[config.mk]
export PLATFORM = sky130hd
export DESIGN_NAME = arp_encode
export DESIGN_NICKNAME = d
export VERILOG_FILES = /design/src/rtl/arp_pkg.sv /design/src/rtl/arp_encode.sv
export SDC_FILE = /design/constraint.sdc
export NUM_CORES = 1
export LEC_CHECK = 0
export CORE_ASPECT_RATIO = 1.5
export CORE_MARGIN = 8
export CORE_UTILIZATION = 55
export CTS_CLUSTER_SIZE = 20
export DETAILED_ROUTE_END_ITERATION = 10
export HOLD_SLACK_MARGIN = 0.08
export PLACE_DENSITY = 0.92
export SYNTH_ARGS = -nofsm -noshare
export SYNTH_HDL_FRONTEND = slang
export SYNTH_SLANG_ARGS = --single-unit
[constraint.sdc]
create_clock -name clk -period 2.2 [get_ports clk]
set_input_delay 0.33 -clock clk [delete_from_list [all_inputs] [get_ports clk]]
set_output_delay 0.33 -clock clk [all_outputs]
set_load 0.03 [all_outputs]
[src/rtl/arp_pkg.sv]
// Shared ARP constants, state encoding and field packing for the encoder/decoder pair.
package arp_pkg;

    localparam logic [15:0] ARP_HTYPE_ETH  = 16'h0001;
    localparam logic [15:0] ARP_PTYPE_IPV4 = 16'h0800;
    localparam logic [7:0]  ARP_HLEN       = 8'd6;
    localparam logic [7:0]  ARP_PLEN       = 8'd4;
    localparam logic [15:0] ARP_OPER_REQ   = 16'd1;
    localparam logic [15:0] ARP_OPER_REP   = 16'd2;
    localparam int          ARP_LEN        = 28;
    localparam int          ARP_BITS       = ARP_LEN * 8;

    typedef enum logic [1:0] {
        ST_IDLE = 2'd0,
        ST_SEND = 2'd1,
        ST_PAD  = 2'd2
    } arp_state_e;

    // Assemble the 28-byte payload, byte 0 in the top bits. Requests carry a zero THA.
    function automatic logic [ARP_BITS-1:0] arp_pack(
        input logic        oper_reply,
        input logic [47:0] sha,
        input logic [31:0] spa,
        input logic [47:0] tha,
        input logic [31:0] tpa
    );
        logic [15:0] oper;
        logic [47:0] tha_eff;
        oper    = oper_reply ? ARP_OPER_REP : ARP_OPER_REQ;
        tha_eff = oper_reply ? tha : 48'h0;
        return {ARP_HTYPE_ETH, ARP_PTYPE_IPV4, ARP_HLEN, ARP_PLEN,
                oper, sha, spa, tha_eff, tpa};
    endfunction

endpackage

[src/rtl/arp_encode.sv]
// Byte-serial ARP payload generator: captures address fields on start and streams
// the packet MSB-first over a valid/ready byte interface, optionally zero-padded.
//
// state   | meaning
// --------+---------------------------------------------------------------
// IDLE    | no packet in flight; start captures fields
// SEND    | emitting ARP field bytes 0..27 from the shift register
// PAD     | emitting 0x00 bytes 28..PAD_LEN-1 (only when PAD_LEN > 28)
import arp_pkg::*;

module arp_encode #(
    parameter int PAD_LEN = 28
) (
    input  logic        clk,
    input  logic        rst_n,
    input  logic        start,
    input  logic        oper_reply,
    input  logic [47:0] our_mac,
    input  logic [31:0] our_ip,
    input  logic [47:0] tgt_mac,
    input  logic [31:0] tgt_ip,
    output logic [7:0]  dout,
    output logic        dout_valid,
    input  logic        dout_ready,
    output logic        dout_last,
    output logic        busy,
    output logic        done
);

    localparam logic [7:0] LAST_IDX   = 8'(PAD_LEN - 1);
    localparam logic [7:0] FIELD_LAST = 8'(ARP_LEN - 1);
    localparam bit         HAS_PAD    = (PAD_LEN > ARP_LEN);

    arp_state_e          state_q, state_d;
    logic [7:0]          idx_q;
    logic [ARP_BITS-1:0] sreg_q;
    logic                done_q;

    logic hs;
    logic load;
    logic shift;
    logic idx_clr;
    logic idx_inc;
    logic done_d;

    assign hs = dout_valid & dout_ready;

    // State register; reset aborts any packet in flight.
    always_ff @(posedge clk or negedge rst_n) begin
        if (!rst_n) begin
            state_q <= ST_IDLE;
        end else begin
            state_q <= state_d;
        end
    end

    // Next-state and datapath control. Index stops at the last byte instead of wrapping.
    always_comb begin
        state_d = state_q;
        load    = 1'b0;
        shift   = 1'b0;
        idx_clr = 1'b0;
        idx_inc = 1'b0;
        done_d  = 1'b0;
        unique case (state_q)
            ST_IDLE: begin
                if (start) begin
                    state_d = ST_SEND;
                    load    = 1'b1;
                    idx_clr = 1'b1;
                end
            end
            ST_SEND: begin
                if (hs) begin
                    shift = 1'b1;
                    if (idx_q == FIELD_LAST) begin
                        if (HAS_PAD) begin
                            state_d = ST_PAD;
                            idx_inc = 1'b1;
                        end else begin
                            state_d = ST_IDLE;
                            done_d  = 1'b1;
                            idx_clr = 1'b1;
                        end
                    end else begin
                        idx_inc = 1'b1;
                    end
                end
            end
            ST_PAD: begin
                if (hs) begin
                    if (idx_q == LAST_IDX) begin
                        state_d = ST_IDLE;
                        done_d  = 1'b1;
                        idx_clr = 1'b1;
                    end else begin
                        idx_inc = 1'b1;
                    end
                end
            end
            default: begin
                state_d = ST_IDLE;
            end
        endcase
    end

    // Capture register, byte index and done pulse. Shifting zero-fills, so the register
    // is already clear when the packet completes.
    always_ff @(posedge clk or negedge rst_n) begin
        if (!rst_n) begin
            sreg_q <= '0;
            idx_q  <= '0;
            done_q <= 1'b0;
        end else begin
            done_q <= done_d;
            if (load) begin
                sreg_q <= arp_pack(oper_reply, our_mac, our_ip, tgt_mac, tgt_ip);
            end else if (shift) begin
                sreg_q <= {sreg_q[ARP_BITS-9:0], 8'h00};
            end
            if (idx_clr) begin
                idx_q <= '0;
            end else if (idx_inc) begin
                idx_q <= idx_q + 8'd1;
            end
        end
    end

    // Outputs derive from registered state only, so they hold stable while stalled.
    always_comb begin
        dout_valid = (state_q != ST_IDLE);
        busy       = (state_q != ST_IDLE);
        dout       = (state_q == ST_SEND) ? sreg_q[ARP_BITS-1 -: 8] : 8'h00;
        dout_last  = dout_valid && (idx_q == LAST_IDX);
        done       = done_q;
    end

endmodule

Yosys cells after proc, flatten, opt, wreduce, memory -nomap -nowiden
Cells that the tools add are included.
W data, S select, Z words.
{"block": "totals", "ff_bits": 235, "inputBits": 165, "output_inout_bits": 12, "elab_cells": 41}
{"block": "op_classes", "n_addsub": 1, "eq_ne": 6, "n_mux": 22, "bitwise_logic": 1, "n_reduce_logical": 7}
{"operator": "$mux W224", "count": 2}
{"operator": "$mux W48", "count": 1}
{"operator": "$mux W8", "count": 3}
{"operator": "$mux W1", "count": 10}
{"operator": "$add A8 B1 Y8 const B", "count": 1}
{"operator": "$eq A8 B5 Y1 const B", "count": 1}
{"operator": "$mux W2", "count": 4}
{"operator": "$reduce_bool A2 Y1", "count": 3}
{"operator": "$ne A2 B1 Y1 const B", "count": 2}
{"operator": "$pmux W2 S2", "count": 1}
{"operator": "$reduce_and A3 Y1", "count": 1}
{"operator": "$eq A2 B1 Y1 const B", "count": 1}
{"operator": "$eq A2 B2 Y1 const B", "count": 1}
{"operator": "$logic_not A2 Y1", "count": 1}
{"operator": "$ne A2 B2 Y1 const B", "count": 1}
{"operator": "$pmux W1 S2", "count": 1}
{"operator": "$reduce_or A2 Y1", "count": 1}
{"operator": "$and A1 B1 Y1", "count": 1}
{"operator": "$logic_and A1 B1 Y1", "count": 1}

Longest topological paths before layout
Gate-level depths: netlist (run 1).
{"block": "depth", "ltp_word": 6, "ltp_mapped": 8, "ltp_nobuf": 5}

Worst setup path after synthesis (run 1)
OpenSTA, ideal clock, no wires.
{"block": "synth_path", "path_type": "flip-flop to output port", "start": "reg idx_q[0]", "end": "out dout_last", "arrival_time_ps": 1474, "required_ps": 1870, "slack_ps": 396, "stages_incl_launch_ff": 5, "n_path_buf": 0, "cell_sequence": "dfrtp_1 > ha_1 > or3b_1 > nor4_2 > and2_1"}
{"block": "synth_between", "elab_chain_len": 2}
{"element": "start, declared", "line_no": "arp_encode.sv:35", "rtl": "logic [7:0] idx_q;"}
{"element": "start signal, assigned", "line_no": "arp_encode.sv:124", "rtl": "idx_q <= idx_q + 8'd1;"}
{"element": "$eq A8 B5 Y1", "line_no": "arp_encode.sv:134", "rtl": "dout_last = dout_valid && (idx_q == LAST_IDX);"}
{"element": "$logic_and A1 B1 Y1", "line_no": "arp_encode.sv:134"}
{"element": "end, declared", "line_no": "arp_encode.sv:25", "rtl": "output logic dout_last,"}
No other way between the ends.

Worst setup path in the final report (run 1)
Same ends and word-level chain as after synthesis.

==> flow_summary_export.csv, run 1 <==
group,metric,value,unit
detailed_routing,vias,7504,
placement,dpl_cell_area,11500,sq um
run_status,violations,"setup timing",
synth,synth-xor-area-share,0.00554,
detailed_routing,met3WireLength,1480,microns
setup_path,end_kind,"output pin",
synth,synth_top_area_share,0.617,
grt,grt_pass1_vias,7833,
run,max_cap_viol_count,0,
clock_tree,cts_tree,"done",
grt,grt_max_degree,104,
clock_tree,clock-sinks,234,
synth,yosysTopAreaCell,"dfrtp_1",
synth,syn_inst,894,
setup_path,reg2reg_to,"idx_q[2]$_DFFE_PN0P_",
timing,max_freq,0.438,GHz
detailed_routing,drtIter0Drc,670,
synth,ys_ff_latch,234,
setup_path,start_kind,"flop",
run_status,status,"complete, but fails checks",
cells_and_area,drive_above_1_share,0.0712,
synth,ys.flop_type,"dfrtp_1",
floorplan,rows,59,
pwr,vdd_drop_max,0.00107,V
synth,synth_top_family_by_area,"compound AO/OA/AOI/OAI gates",
floorplan,ios,177,
detailed_routing,wl_met1,9180,microns
floorplan,dieWidth,123,microns
placement,dp_hpwl,16600,microns
timing,setup_viol,1,
timing,drv_slew,0,
synth,synthAdderAreaFrac,0.00132,
cells_and_area,nets,1220,
clock_tree,numCtsBuffers,22,
synth,yosysSeqAreaShare,0.617,
timing,hold_viol,0,
floorplan,die_area,21800,sq um
floorplan,die_y,177,microns
timing,period_needed,2.29,ns
setup_path,reg2reg_from,"state_q[0]$_DFFE_PN0P_",
cells_and_area,area_delta_synth_final,30.2,%
synth,avgSynthCellArea,10.6,sq um
grt,antenna_found_initial,3,
synth,synth_compound_area_frac,0.185,
setup_path,crit_type,"flop to output pin",
clock_tree,clock_latency,0.50,ns
synth,synth-edff-count,0,
detailed_routing,totalWireLength,24700,microns
placement,port_buffers,176,
cells_and_area,stdcell_area,12300,sq um
setup_path,regToRegSetupSlack,0.44,ns
setup_path,cp_max_fo,4,
synth,synth-async-reset-ratio,1.00,
timing,relSlewSlack,0.626,
synth,yosysWarningCount,0,
grt,grt_pass1_wl,39600,microns
pwr,finalPower,11.3,mW
timing,fin_ws,-0.0853,ns
grt,grt_overflow,0,
clock_tree,clock_tree.root_cell,"clkbuf_16",
setup_path,reg2regPathDepth,6,
cells_and_area,final_cell_mix,"nand2_1, dfrtp_1, clkdlybuf4s50_1, a22oi_1, a22o_1",
detailed_routing,drt-pass1-iter-count,7,
cells_and_area,layout_commonest_cell,"nand2_1",
setup_path,critPathMaxStageDelay,0.40,ns
setup_path,cp_slowest_cell,"or3b_4",
pwr,p_leak,6.19,nW
floorplan,core-area,17100,sq um
synth,synth_cell_types,33,
clock_tree,htree_levels,1,
timing,rsz0062_at_grt,"true",
synth,syn-num-nets,1060,
synth,netlist_top_cells_area,"dfrtp_1, nand2_1, a22oi_1",
synth,yosys.area_share.simple,0.151,
detailed_routing,ant_nets,0,
cells_and_area,fillCellCount,1168,
clock_tree,cts.clk_slew.worst_paths,0.06,ns
detailed_routing,drcViolationCount,0,
setup_path,cp_cell_sequence,"ha_2 > or3b_4 > nor4_4 > and2_4 > buf_6",
placement,routabilityCongestion,0.829,
detailed_routing,vias_per_cell,5.84,
clock_tree,clockBufferDepth,3,
timing,fin_crit_sh,1.04,
setup_path,crit_arrival,1.96,ns
synth,synthMuxAreaShare,0.00237,
pwr,p_per_area,918,nW/um^2
hold_path,min_path_type,"input pin to asynchronous set/reset pin",
synth,syn_area,9480,sq um
floorplan,start_util,0.554,
timing,tightest_slew,0.561,ns
grt,grt_util_all_layers,0.226,
detailed_routing,route.met2.wl,13000,microns
setup_path,worstPathRequired,1.87,ns
detailed_routing,wire_per_inst,19.3,microns
timing,clock_skew,0.0103,ns
placement,dp_slack,0.240,ns
detailed_routing,routed.top_layer,"met4",
## synth_stat cells (2+ instances only)
cell type	instances
a22o_1	65
buf_2	52
nand2_1	321
nand3_1	7
nor2_1	9
nor3_2	2
buf_4	5
xnor2_1	5
and2_1	10
dfrtp_1	234
a22oi_1	152
clkbuf_1	11
## state kept, by name (all words and copies together), names as in the netlist
name,flops
idx_q,8
state_q,1
done,1
sreg_q,224
## repair_timing
item	in CTS	in global routing
setup buffers	5	0
endpoints found under the setup margin	11	4
endpoints found under the hold margin	63	0
hold buffers	1	0
resized for setup	5	4
## worst max path at each step
stage	from	endpoint	slack, ns	cells after the start
detailed placement	idx_q[0]$_DFFE_PN0P_	dout_last	0.24	5
floorplan	idx_q[0]$_DFFE_PN0P_	dout_last	0.40	4
global placement	dout_ready	idx_q[2]$_DFFE_PN0P_	0.30	6
finish	idx_q[0]$_DFFE_PN0P_	dout_last	-0.09	5
global route	idx_q[0]$_DFFE_PN0P_	dout_last	-0.14	5
CTS	idx_q[0]$_DFFE_PN0P_	dout_last	-0.11	5
## where the power goes
group | leakage [nW] | switching [mW] | internal (mW) | total, mW
Clock | 0.350 | 1.54 | 2.14 | 3.68
Combinational | 2.63 | 0.912 | 0.998 | 1.91
Sequential | 3.21 | 0.571 | 5.17 | 5.74
Total | 6.19 | 3.03 | 8.31 | 11.3
## critical path: cells and delay by family, from the launching register on
kind	cells	cell delay, ns
AND/OR/NAND/NOR	3	0.78
adder cells (fa/ha/maj)	1	0.21
flip-flops	1	0.35
buffers and inverters	1	0.12
## stage by stage
stage / hold WS [ns] / setup TNS [ns] / util / cells
after global routing: 0.418 / -0.137 / 0.721 / 1284
final: 0.373 / -0.0853 / 0.721 / 1285
after global placement: 0.330 / 0 / 0.674 / 1237
after detailed placement: 0.336 / 0 / 0.674 / 1237
after CTS: 0.410 / -0.106 / 0.720 / 1281
after floorplan: 0.0344 / 0 / - / 894
## routing by layer
metal | vias to the layer above | global-route usage
met1 | 3722 | 0.270
met3 | 69 | 0.0418
met2 | 274 | 0.382
met5 | - | 0
li1 | 3439 | -
met4 | 0 | 0.115
## final cells by class
type                    instances  area [sq um]  share of cell area
multi-input cells             590          3300               0.267
well taps                     213           267              0.0216
repair buffers                206          2200               0.178
clock inverters                 4          22.5             0.00182
clock buffers                  34           687              0.0556
diodes                          4          10.0            0.000811
flip-flops and latches        234          5860               0.474
## cell families after synthesis
group,after synthesis
and+or+nand+nor,358
buffers and inverters,70
xor gates and xnor gates,6
DFF,234
AOI/OAI and AO/OA,224
adders and majority gates,1
muxes,1
No activity file was read; power rests on OpenSTA's default activity.
==> run 2: changes to the inputs <==
Settings changed: CORE_UTILIZATION 55 to 47, PLACE_DENSITY 0.92 to 0.84.
Clock period 2.2 ns to 1.92 ns, I/O delays scaled along.
==> flow_summary_export.csv, run 2 (synthesis results as in run 1) <==
group,metric,value,unit
grt,grt_pass1_vias,7919,
floorplan,die_area,25100,sq um
timing,max_freq,0.453,GHz
setup_path,crit_arrival,1.92,ns
grt,grt_overflow,0,
floorplan,core-area,19800,sq um
pwr,p_leak,6.26,nW
cells_and_area,drive_above_1_share,0.0924,
cells_and_area,final_cell_mix,"nand2_1, dfrtp_1, clkdlybuf4s50_1, a22oi_1, a22o_1",
timing,rsz0062_at_grt,"true",
timing,period_needed,2.21,ns
cells_and_area,top_regs,"sreg_q: 224 flops, idx_q: 8 flops",
setup_path,cp_max_fo,2,
timing,setup_viol,1,
floorplan,ios,177,
cells_and_area,fillCellCount,1480,
cells_and_area,largest_reg_flops,224,
run_status,status,"complete, but fails checks",
cells_and_area,stdcell_area,12600,sq um
setup_path,cp_cell_sequence,"ha_2 > or3b_4 > nor4_4 > and2_4 > buf_12",
clock_tree,clock_latency,0.50,ns
detailed_routing,vias,7475,
grt,grt_pass1_wl,40300,microns
floorplan,die_y,190,microns
grt,grt_util_all_layers,0.193,
grt,antenna_found_initial,3,
detailed_routing,totalWireLength,24500,microns
clock_tree,numCtsBuffers,23,
detailed_routing,wire_per_inst,18.1,microns
setup_path,cp_top_family,"simple AND/OR/NAND/NOR gates",
timing,tightest_slew,0.509,ns
run_status,violations,"setup timing",
detailed_routing,drtIter0Drc,483,
cells_and_area,largest-register,"sreg_q",
timing,fin_ws,-0.287,ns
setup_path,crit_type,"flop to output pin",
cells_and_area,area_delta_synth_final,33.0,%
clock_tree,clock-sinks,234,
floorplan,rows,63,
clock_tree,cts.clk_slew.worst_paths,0.06,ns
timing,fin_crit_sh,1.15,
detailed_routing,drcViolationCount,0,
pwr,vdd_drop_max,0.000589,V
run,max_cap_viol_count,0,
cells_and_area,nets,1243,
cells_and_area,layout_commonest_cell,"nand2_1",
cells_and_area,final_core_util,0.637,
detailed_routing,vias_per_cell,5.51,
setup_path,cp_slowest_cell,"or3b_4",
cells_and_area,final_cells,1356,
setup_path,critPathMaxStageDelay,0.38,ns
setup_path,end_kind,"output pin",
hold_path,min_path_type,"input pin to asynchronous set/reset pin",
clock_tree,clockBufferDepth,3,
setup_path,worstPathRequired,1.63,ns
timing,drv_slew,0,
setup_path,worst-path-buf-inv,1,
clock_tree,htree_levels,1,
detailed_routing,ant_nets,0,
placement,dp_hpwl,17000,microns
placement,dp.cells,1305,
floorplan,dieWidth,132,microns
clock_tree,cts_tree,"done",
clock_tree,clock_tree.root_cell,"clkbuf_16",
detailed_routing,drt-pass1-iter-count,6,
placement,port_buffers,176,
timing,worst_hold_slack,0.329,ns
floorplan,start_util,0.479,
placement,routabilityCongestion,0.811,
timing,clock_skew,0.0119,ns
pwr,p_per_area,1040,nW/um^2
placement,dpl_cell_area,11800,sq um
timing,hold_viol,0,
setup_path,start_kind,"flop",
timing,relSlewSlack,0.661,
grt,grt_max_degree,59,
-- run 2: cell types whose count changed in the layout (fill, tap and decap cells not counted), sizes merged --
| cell | delta |
|---|---|
| clkbuf | +5 |
| clkdlybuf4s50 | -7 |
| dlygate4sd2 | +2 |
| inv | +1 |
| clkinv | -3 |
| diode | -1 |
| buf | +30 |
| dlymetal6s2s | -3 |
-- run 2: path summary, 6_finish.rpt --
kind / cells past startpoint / startpoint / to / slack (ns)
setup / recovery: 5 / idx_q[0]$_DFFE_PN0P_ / dout_last / -0.29
hold / removal: 2 / rst_n / sreg_q[100]$_DFFE_PN0P_ / 0.33
setup reg to reg: 6 / state_q[0]$_DFFE_PN0P_ / idx_q[2]$_DFFE_PN0P_ / 0.17
hold reg to reg: 2 / sreg_q[63]$_DFFE_PN0P_ / sreg_q[71]$_DFFE_PN0P_ / 0.47
max in group asynchronous: 3 / rst_n / sreg_q[44]$_DFFE_PN0P_ / 0.98
min in group clk: 3 / tgt_mac[42] / sreg_q[74]$_DFFE_PN0P_ / 0.39
-- run 2: layout make-up --
type | count | area (sq um) | share of cell area
Clock buffer | 39 | 686 | 0.0544
Sequential cell | 234 | 5860 | 0.464
Tap cell | 260 | 325 | 0.0258
Timing Repair Buffer | 228 | 2420 | 0.192
Multi-Input combinational cell | 590 | 3300 | 0.262
Clock inverter | 2 | 16.3 | 0.00129
Antenna cell | 3 | 7.51 | 0.000595
-- run 2: metal layers --
metal  vias up  part of all wire  global-route usage
li1       3480                 -                   -
met1      3719              0.39               0.228
met2       227              0.53               0.340
met3        49             0.051              0.0367
met4         0             0.032              0.0794
met5         -                 0                   0
-- run 2: stage by stage --
stage / setup WS [ns] / total power, mW / TNS, ns
floorplan: 0.158 / 7.70 / 0
global placement: -0.136 / 8.80 / -0.136
detailed placement: -0.151 / 8.91 / -2.11
CTS: -0.379 / 13.2 / -0.379
global route: -0.392 / 13.8 / -0.392
finish: -0.287 / 13.1 / -0.287
-- run 2: power by group --
part | leakage, nW | switching [mW] | internal, mW
logic | 2.72 | 1.07 | 1.28
clock network | 0.337 | 1.81 | 2.42
registers | 3.21 | 0.624 | 5.92
total | 6.26 | 3.50 | 9.62
-- run 2: repair_timing --
item / 4_1_cts / 5_1_grt
resized for setup: 7 / 0
pin swaps: 3 / 3
hold endpoints to repair: 53 / 0
setup endpoints to repair: 3 / 1
buffers inserted: 5 / 1
hold buffers: 1 / 0
